## src/rtl/biquad_stream_mc.sv

```systemverilog
// biquad_stream_mc: time-multiplexed multichannel direct-form-I biquad with valid/ready streams,
// round-to-nearest, output saturation, bypass and per-channel history.
module biquad_stream_mc #(
  parameter int DATA_W = 8,
  parameter int COEF_W = 32,
  parameter int FRAC = 30,
  parameter int NUM_CH = 2,
  parameter int CH_W = (NUM_CH > 1) ? $clog2(NUM_CH) : 1,
  parameter logic signed [COEF_W-1:0] A1_INIT = -2034054015,
  parameter logic signed [COEF_W-1:0] A2_INIT = 981124992,
  parameter logic signed [COEF_W-1:0] B0_INIT = 542364246,
  parameter logic signed [COEF_W-1:0] B1_INIT = -1073741824,
  parameter logic signed [COEF_W-1:0] B2_INIT = 542364246
) (
  input  logic              clk,
  input  logic              reset,
  input  logic              in_valid,
  output logic              in_ready,
  input  logic [DATA_W-1:0] in_data,
  input  logic [CH_W-1:0]   in_ch,
  output logic              out_valid,
  input  logic              out_ready,
  output logic [DATA_W-1:0] out_data,
  output logic [CH_W-1:0]   out_ch,
  input  logic              cfg_write,
  input  logic [2:0]        cfg_addr,
  input  logic [31:0]       cfg_data,
  output logic              bypass,
  output logic [15:0]       sat_count,
  output logic [31:0]       sample_count,
  output logic              err_ch
);
  localparam int PROD_W = DATA_W + COEF_W;
  localparam int ACC_W = PROD_W + 3;
  localparam logic signed [ACC_W-1:0] RND = ACC_W'(1) << (FRAC - 1);
  localparam logic signed [ACC_W-1:0] Y_MAX = (ACC_W'(1) << (DATA_W - 1)) - ACC_W'(1);
  localparam logic signed [ACC_W-1:0] Y_MIN = ~Y_MAX;
  typedef enum logic [1:0] {IDLE, MUL, SUM, OUT} state_t;
  state_t state_q, state_d;
  logic signed [COEF_W-1:0] a1_q, a1_d, a2_q, a2_d, b0_q, b0_d, b1_q, b1_d, b2_q, b2_d;
  logic signed [DATA_W-1:0] x_q, x_d, out_data_q, out_data_d, y;
  logic [CH_W-1:0] ch_q, ch_d, out_ch_q, out_ch_d;
  logic signed [PROD_W-1:0] p_q [5];
  logic signed [PROD_W-1:0] p_d [5];
  logic signed [DATA_W-1:0] x1_q [NUM_CH];
  logic signed [DATA_W-1:0] x1_d [NUM_CH];
  logic signed [DATA_W-1:0] x2_q [NUM_CH];
  logic signed [DATA_W-1:0] x2_d [NUM_CH];
  logic signed [DATA_W-1:0] y1_q [NUM_CH];
  logic signed [DATA_W-1:0] y1_d [NUM_CH];
  logic signed [DATA_W-1:0] y2_q [NUM_CH];
  logic signed [DATA_W-1:0] y2_d [NUM_CH];
  logic bypass_q, bypass_d, err_ch_q, err_ch_d, clr_pend_q, clr_pend_d;
  logic [15:0] sat_count_q, sat_count_d;
  logic [31:0] sample_count_q, sample_count_d;
  logic signed [ACC_W-1:0] acc, acc_sh;
  logic clip, clr_req, clr_now, ch_bad, upd;
  always_comb begin
    acc = ACC_W'(p_q[0]) + ACC_W'(p_q[1]) + ACC_W'(p_q[2]) - ACC_W'(p_q[3]) - ACC_W'(p_q[4]) + RND;
    acc_sh = acc >>> FRAC;
    clip = !bypass_q && (acc_sh > Y_MAX || acc_sh < Y_MIN);
    y = bypass_q ? x_q : acc_sh > Y_MAX ? Y_MAX[DATA_W-1:0] :
        acc_sh < Y_MIN ? Y_MIN[DATA_W-1:0] : acc_sh[DATA_W-1:0];
    clr_req = cfg_write && cfg_addr == 3'd5 && cfg_data[1];
    clr_now = (clr_req || clr_pend_q) && state_q == IDLE;
    clr_pend_d = (clr_req || clr_pend_q) && state_q != IDLE;
    ch_bad = int'(in_ch) >= NUM_CH;
    upd = state_q == SUM;
    a1_d = cfg_write && cfg_addr == 3'd0 ? cfg_data[COEF_W-1:0] : a1_q;
    a2_d = cfg_write && cfg_addr == 3'd1 ? cfg_data[COEF_W-1:0] : a2_q;
    b0_d = cfg_write && cfg_addr == 3'd2 ? cfg_data[COEF_W-1:0] : b0_q;
    b1_d = cfg_write && cfg_addr == 3'd3 ? cfg_data[COEF_W-1:0] : b1_q;
    b2_d = cfg_write && cfg_addr == 3'd4 ? cfg_data[COEF_W-1:0] : b2_q;
    bypass_d = cfg_write && cfg_addr == 3'd5 ? cfg_data[0] : bypass_q;
    err_ch_d = (err_ch_q && !clr_now) || (state_q == IDLE && in_valid && ch_bad);
    // History shifts only for the channel whose result is produced this cycle
    for (int i = 0; i < NUM_CH; i++) begin
      x1_d[i] = clr_now ? '0 : (upd && int'(ch_q) == i) ? x_q : x1_q[i];
      x2_d[i] = clr_now ? '0 : (upd && int'(ch_q) == i) ? x1_q[i] : x2_q[i];
      y1_d[i] = clr_now ? '0 : (upd && int'(ch_q) == i) ? y : y1_q[i];
      y2_d[i] = clr_now ? '0 : (upd && int'(ch_q) == i) ? y1_q[i] : y2_q[i];
    end
    out_data_d = upd ? y : out_data_q;
    out_ch_d = upd ? ch_q : out_ch_q;
    sat_count_d = upd && clip && sat_count_q != 16'hFFFF ? sat_count_q + 16'd1 : sat_count_q;
    sample_count_d = state_q == OUT && out_ready ? sample_count_q + 32'd1 : sample_count_q;
    x_d = x_q;
    ch_d = ch_q;
    p_d = p_q;
    state_d = state_q;
    unique case (state_q)
      IDLE: if (in_valid && !ch_bad) begin
        x_d = $signed(in_data);
        ch_d = in_ch;
        state_d = MUL;
      end
      MUL: begin
        p_d[0] = PROD_W'(b0_q) * PROD_W'(x_q);
        p_d[1] = PROD_W'(b1_q) * PROD_W'(x1_q[ch_q]);
        p_d[2] = PROD_W'(b2_q) * PROD_W'(x2_q[ch_q]);
        p_d[3] = PROD_W'(a1_q) * PROD_W'(y1_q[ch_q]);
        p_d[4] = PROD_W'(a2_q) * PROD_W'(y2_q[ch_q]);
        state_d = SUM;
      end
      SUM: state_d = OUT;
      OUT: state_d = out_ready ? IDLE : OUT;
      default: state_d = IDLE;
    endcase
  end
  always_ff @(posedge clk) begin
    if (reset) begin
      state_q <= IDLE;
      a1_q <= A1_INIT;
      a2_q <= A2_INIT;
      b0_q <= B0_INIT;
      b1_q <= B1_INIT;
      b2_q <= B2_INIT;
      x_q <= '0;
      ch_q <= '0;
      p_q <= '{default: '0};
      x1_q <= '{default: '0};
      x2_q <= '{default: '0};
      y1_q <= '{default: '0};
      y2_q <= '{default: '0};
      out_data_q <= '0;
      out_ch_q <= '0;
      bypass_q <= 1'b0;
      err_ch_q <= 1'b0;
      clr_pend_q <= 1'b0;
      sat_count_q <= '0;
      sample_count_q <= '0;
    end else begin
      state_q <= state_d;
      a1_q <= a1_d;
      a2_q <= a2_d;
      b0_q <= b0_d;
      b1_q <= b1_d;
      b2_q <= b2_d;
      x_q <= x_d;
      ch_q <= ch_d;
      p_q <= p_d;
      x1_q <= x1_d;
      x2_q <= x2_d;
      y1_q <= y1_d;
      y2_q <= y2_d;
      out_data_q <= out_data_d;
      out_ch_q <= out_ch_d;
      bypass_q <= bypass_d;
      err_ch_q <= err_ch_d;
      clr_pend_q <= clr_pend_d;
      sat_count_q <= sat_count_d;
      sample_count_q <= sample_count_d;
    end
  end
  assign in_ready = state_q == IDLE && !reset;
  assign out_valid = state_q == OUT;
  assign out_data = out_data_q;
  assign out_ch = out_ch_q;
  assign bypass = bypass_q;
  assign sat_count = sat_count_q;
  assign sample_count = sample_count_q;
  assign err_ch = err_ch_q;
endmodule

```

## config.mk

```make
export PLATFORM = sky130hd
export DESIGN_NAME = biquad_stream_mc
export DESIGN_NICKNAME = d
export VERILOG_FILES = /design/src/rtl/biquad_stream_mc.sv
export SDC_FILE = /design/constraint.sdc
export NUM_CORES = 2
export LEC_CHECK = 0
export CAP_MARGIN = 40
export CORE_ASPECT_RATIO = 0.6
export CORE_UTILIZATION = 55
export CTS_BUF_LIST = sky130_fd_sc_hd__clkbuf_4 sky130_fd_sc_hd__clkbuf_8 sky130_fd_sc_hd__clkbuf_16
export DETAILED_ROUTE_END_ITERATION = 6
export DONT_BUFFER_PORTS = 1
export GPL_TIMING_DRIVEN = 0
export PLACE_DENSITY = 0.8
export SLEW_MARGIN = 20
export SYNTH_ARGS = -nofsm -noshare
export SYNTH_HDL_FRONTEND = slang
export SYNTH_SLANG_ARGS = --single-unit
```

## constraint.sdc

```tcl
create_clock -name clk -period 9.2 [get_ports clk]
set_input_delay 1.38 -clock clk [delete_from_list [all_inputs] [get_ports clk]]
set_output_delay 1.38 -clock clk [all_outputs]
set_load 0.01 [all_outputs]
```

# Word-level counts from Yosys, hierarchy flattened
# Index checks and enable logic that the tools add are counted.
# classes
addsub,7
mul,5
n_lt_le_gt_ge,3
n_eq_ne,10
n_mux,18
bitwise,2
n_reduce_logical,27
# ops
cell,count
multiplier 32 x 8 -> 40 bit,5
two-way mux 8 bit,15
"adder 43 x 31 -> 43 bit, second input constant",1
subtractor 42 x 40 -> 43 bit,1
subtractor 43 x 40 -> 43 bit,1
adder 41 x 40 -> 42 bit,1
adder 40 x 40 -> 41 bit,1
"adder 32 x 1 -> 32 bit, second input constant",1
logical AND 1 bit,17
"adder 16 x 1 -> 16 bit, second input constant",1
"!= test 16 bit, second input constant",1
"greater-than comparator 13 x 8 -> 1 bit, second input constant",1
"less-than comparator 13 x 8 -> 1 bit, second input constant",1
one-hot mux 2 bit (4 select lines),1
"equality test 3 x 2 -> 1 bit, second input constant",2
"equality test 3 bit, second input constant",2
"equality test 2 bit, second input constant",2
two-way mux 2 bit,2
"equality test 3 x 1 -> 1 bit, second input constant",1
logical NOT 1 bit,3
logical NOT 3 bit,1
"equality test 2 x 1 -> 1 bit, second input constant",1
">= comparator 2 bit, second input constant",1
logical NOT 2 bit,1
other kinds (7),8
# word_totals
regBits,495
out_inout_bits,61

# Depth between registers and ports, before layout
# logic_depth
word_depth,10
ltp_mapped,25

# Worst setup path before layout
# No wires, ideal clock.
# synth_timing
path_type,register to register
startpoint,register ch_q
endpoint,register p_q[114] in the netlist's numbering
setup_ps,117
arrival_ps,6532
required_ps,9083
slack_ps,2550
path_stages_with_launch,24
period_less_slack_ps,6650
path_cell_list,dfxtp_1 > clkbuf_1 > buf_1 > mux2i_1 > clkbuf_1 > nor2b_1 > fa_1 > inv_1 > fa_1 > fa_1 > inv_1 > fa_1 > ha_1 > a21o_1 > a21o_1 > a21oi_1 > o21ai_0 > a221oi_1 > o21ai_1 > o211ai_1 > nand2_1 > o31a_1 > or3_1 > a32o_1
# synth_between
elab_chain_cells,5
# synth_rtl
item,line_no,rtl
start: declaration,42,"logic [CH_W-1:0] ch_q, ch_d, out_ch_q, out_ch_d;"
start signal: assignment,140,ch_q <= ch_d;
inverter 1 -> 2 bit (implied by the code),100,p_d[2] = PROD_W'(b2_q) * PROD_W'(x2_q[ch_q]);
two-way mux 8 bit (implied by the code) (3 in series),100,
multiplier 32 x 8 -> 40 bit,100,
end signal: assignment,141,p_q <= p_d;
end: declaration,43,logic signed [PROD_W-1:0] p_q [5];
# Every way passes these cells. The select of a mux whose other input is x is not followed.
# A chain may end at the register's enable or synchronous reset.

# Worst setup path after layout
# layout_timing
startpoint,register ch_q
endpoint,register p_q[108] in the netlist's numbering
# The elaborated chain is that of the path after synthesis.

==> metrics.yaml <==
die:
  start_util_pct: 55.6
  die_h_microns: 271
  rows: 98
  core_sq_um: 119000
  die_w_microns: 451
  dieArea_sq_um: 122000
  design.portCount: 110
min_path:
  holdPathStages: 2
  min_path_type: "reg -> reg"
yosys:
  synth-seq-cells: 495
  synth_edf_count: 0
  syn_nets: 9376
  ys_types: 88
  avgSynthCellArea_sq_um: 8.58
  postSynth.topFlopCell: "dfxtp_1"
  yosys_warnings: 0
  syn-instance-count: 7745
  async_flop_share_pct: 0
  synth_area_sq_um: 66400
  ys_seq_area_share_pct: 14.9
route:
  drc_errors: 4
  drt_first_pass_iters: 7
  drtIter0Drc: 7519
  viasPerCell: 5.87
  avgRoutedWirePerCell_microns: 24.4
  via_count: 56200
  routed_wl_mm: 233
  ant_nets: 0
grt:
  groute.usage.overall_pct: 38.4
  grt_max_degree: 15
  grt_pass1_vias: 55300
  top_usage_layer: "met1"
  grt.met1_usage_pct: 55.1
  grt_overflow_total: 0
  grt_first_pass_wirelength_mm: 349
  antenna_found_initial: 30
  grt_use_met3_pct: 16.1
  use_met2_pct: 50.5
run:
  maxCapViolations: 0
placement:
  dpl.hpwl_mm: 190
  port_buffers: 0
  place_congestion: 1.11
  placed_area_sq_um: 69000
setup_path:
  slowest_delay_ns: 0.63
  cp_top_family: "compound AO/OA/AOI/OAI gates"
  cp-start-kind: "register"
  path_class: "reg -> reg"
  crit_fanout: 10
  worstPathRequired_ns: 9.72
  critPathSlowestCell: "xor2_1"
  worst_setup_path_end_kind: "register"
  cp.depth: 25
  r2r_slack_ns: 0.24
  reg2regPathDepth: 25
  crit_buf_inv: 7
  crit_top_cell: "fa_1"
  worstPathArrival_ns: 9.48
cells_and_area:
  final_cell_mix: "inv_1, nand2_1, fa_1"
  layout.nets: 9487
  num-fill-cells: 10400
  syn_to_final_growth_pct: 7.18
  utilization_pct: 59.6
  layout_commonest_cell: "inv_1"
  design_area_sq_um: 71200
  drive_gt1_share_pct: 4.52
cts:
  cts_tree: "built"
  h-tree-depth: 2
  clock_path_buffers: 3
  clock-sinks: 495
  cts-root-buf: "clkbuf_16"
  post_cts_buffers: 0
  clkSlewWorstSetupHoldPaths_ns: 0.07
  cts-buffers-inserted: 53
  clk_latency_ns: 0.67
timing:
  finalCriticalPeriod_ns: 8.96
  maxSlewHeadroom_pct: 30.8
  drv_slew: 0
  fin_skew_ns: 0.0388
  fin_tns_setup_ns: 0
  setup_viol: 0
  fmax_mhz: 112
  rsz0062_at_grt: "false"
  hold_viol_final: 0
  max_slew.worst_pin.slew_ns: 1.03
  fin_crit_sh_pct: 97.4
status:
  status: "finished, violations left"
  violations: "DRC"
pwr:
  p_total_w: 0.0117
  irDropWorstVdd_mv: 0.510
  leakagePower_nw: 30.3
  power_per_cell_area_nw_per_um2: 164
## through the flow
step,std cells,worst slack [ns],hold slack [ns]
floorplan,7745,2.55,0.425
global placement,9345,-0.539,0.439
detailed placement,9387,0.149,0.445
CTS,9485,0.0868,0.456
global route,9542,0.0132,0.469
finish,9561,0.240,0.456
## kinds of logic (layout without fill, tap and decap cells)
logic type | Yosys count | count (layout) | share of synthesized area (%)
xor gates and xnor gates | 193 | 193 | 2.55
DFF | 495 | 495 | 14.9
and+or+nand+nor | 2663 | 2663 | 20.1
muxes | 53 | 53 | 0.831
adders and majority gates | 1582 | 1582 | 42.4
other | 0 | 62 | 0
AOI/OAI and AO/OA | 991 | 991 | 9.24
buffers and inverters | 1768 | 1922 | 9.99
## cell usage after synthesis, types with 36 or more instances
master	instances	area (sq um)
nor3_1	38	190
nor2_1	203	762
fa_1	1115	22300
mux2i_1	36	360
and2_1	197	1230
xnor2_1	117	1020
nand3b_1	68	510
dfxtp_1	495	9910
inv_1	1483	5570
a21oi_1	477	2390
xor2_1	76	666
nand2b_1	94	588
o21ai_0	138	691
nor2b_1	623	3900
ha_1	467	5840
a21o_1	111	833
nand2_1	1142	4290
nand3_1	54	270
or2_2	129	807
clkbuf_1	272	1020
## repair_timing
action	4_1_cts	5_1_grt
gates resized for setup	0	2
setup endpoints to repair	0	1
hold buffers	0	0
## registers in the layout (all words and copies together) (netlist names), 8 cells and up
| name | cells |
|---|---|
| x_q | 8 |
| a1_q | 32 |
| b1_q | 32 |
| y1_q | 16 |
| out_data | 8 |
| y2_q | 16 |
| b0_q | 32 |
| x2_q | 16 |
| sample_count | 32 |
| a2_q | 32 |
| sat_count | 16 |
| b2_q | 32 |
| p_q | 200 |
| x1_q | 16 |
## per-layer routing
metal  routed length (microns)  share of wire (%)
met5                       118              0.051
met4                     10400                4.5
met3                     39600                 17
met2                     89400                 38
met1                     93700                 40
## report_power, final
| part | internal, W | switching (W) |
|---|---|---|
| Clock | 0.00136 | 0.00106 |
| Sequential | 0.00225 | 0.000193 |
| Combinational | 0.00231 | 0.00453 |
| Total | 0.00591 | 0.00578 |
## area by class of cell
cell class                      instances  area [sq um]  area share, %
Clock inverter                         33           419          0.589
Antenna cell                           62           155          0.218
Sequential cell                       495          9910           13.9
Multi-Input combinational cell       5482         50000           70.2
Clock buffer                           65          1480           2.08
Inverter                             1483          5570           7.82
Buffer                                285          1080           1.52
Tap cell                             1600          2000           2.81
Timing Repair Buffer                   56           609          0.856
## final timing paths
path | start | to
worst max-delay path | ch_q | p_q[108]
worst min-delay path | p_q[95] | p_q[95]
worst max register to register | ch_q | p_q[108]
worst min register to register | p_q[95] | p_q[95]
## tightest hold or removal path, stage by stage (launching register included)
cell     delay (ns)
dfxtp_1        0.31
nand2_1        0.05
a21oi_1        0.05
(Power assumes the default switching activity.)
==> edit, RTL diff (config.mk and constraints unchanged) <==
Set the parameter `DATA_W` to 6 (it was 8).
--- a/src/rtl/biquad_stream_mc.sv
+++ b/src/rtl/biquad_stream_mc.sv
@@ -1,7 +1,7 @@
 // biquad_stream_mc: time-multiplexed multichannel direct-form-I biquad with valid/ready streams,
 // round-to-nearest, output saturation, bypass and per-channel history.
 module biquad_stream_mc #(
-  parameter int DATA_W = 8,
+  parameter int DATA_W = 6,
   parameter int COEF_W = 32,
   parameter int FRAC = 30,
   parameter int NUM_CH = 2,
Ports: changed (resized in_data and out_data); port bits go from 110 to 106. The function was not compared with the original's and may differ.
==> edit against the unedited design <==
- area after synthesis fell by 22%
- core utilization rose by 0.59 points
- critical path depth fell by 4
- wire length fell by 21%
- die area fell by 22%
- design area fell by 22%
- setup slack improved by 0.29 ns
- clock skew fell by 0.015 ns
- sequential cell count fell by 30
- critical endpoint is now p_q[151]$_SDFFE_PP0N_
Power is not compared: it rests on default switching activity, and its combinational part moved more than twofold at a synthesized area within 25%.
==> edit: results <==
set metrics [dict create \
    placed_area_mm2 0.05372 \
    largest_reg_flops 190 \
    worst_ep_arrival_time_ns 9.17 \
    drtPass1Iterations 6 \
    grt_max_degree 16 \
    power_density_mw_per_mm2 139.9 \
    synthTopCellsByArea "fa_1 (29%), dfxtp_1 (18%), nand2_1 (11%)" \
    grt_pass1_wl_um 273700 \
    yosys-top-cells-count "nand2_1 (1536), inv_1 (815), fa_1 (764), a21oi_1 (488), dfxtp_1 (465)" \
    max_freq_ghz 0.1154 \
    routedWlPerCell_um 24.19 \
    layout-drive-gt1-share 0.05079 \
    cpPeakStageDelay_ns 0.87 \
    worstHoldStart "y2_q[9]$_SDFFE_PP0P_" \
    antenna_found_initial 29 \
    whs_endpoint "y2_q[9]$_SDFFE_PP0P_" \
    cts_made_buffers 50 \
    synth.distinct_cells 86 \
    r2r_setup_slack_ns 0.53 \
    r2r_cells 21 \
    grt_pass1_vias 43330 \
    pre_cts_ws_ns 0.9969 \
    layout.nets 7515 \
    grt_use_total 0.3876 \
    avgSynthCellArea_um2 8.401 \
    status "complete, no violations" \
    slowest_stage "mux2i_2" \
]
[edit: kinds of logic after synthesis]
kind of cell    Yosys count  synth area share
simple gates           2306            0.1942
compound gates          890            0.1039
fa+ha+maj              1207            0.4012
buf+inv                1066           0.07730
flops                   465            0.1792
xor+xnor                202           0.03421
mux                      47          0.009949
[edit: layer usage]
layer | track usage | wire length, µm | up-vias | part of all wire
li1 | - | - | 19810 | -
met1 | 0.5680 | 77140 | 22350 | 0.42
met2 | 0.4900 | 68690 | 2859 | 0.37
met3 | 0.1592 | 30230 | 348 | 0.16
met4 | 0.1661 | 7548 | 10 | 0.041
met5 | 0 | 162 | - | 0.00088
[edit: layout make-up]
class | count | area (µm²)
sequential | 465 | 9309
inverter | 815 | 3059
multi-input combinational | 4652 | 38630
timing repair buffer | 26 | 294.0
clock inverter | 28 | 392.9
antenna | 64 | 160.2
tap | 1232 | 1541
clock buffer | 63 | 1410
buffer | 251 | 965.9
fill | 8100 | 36880
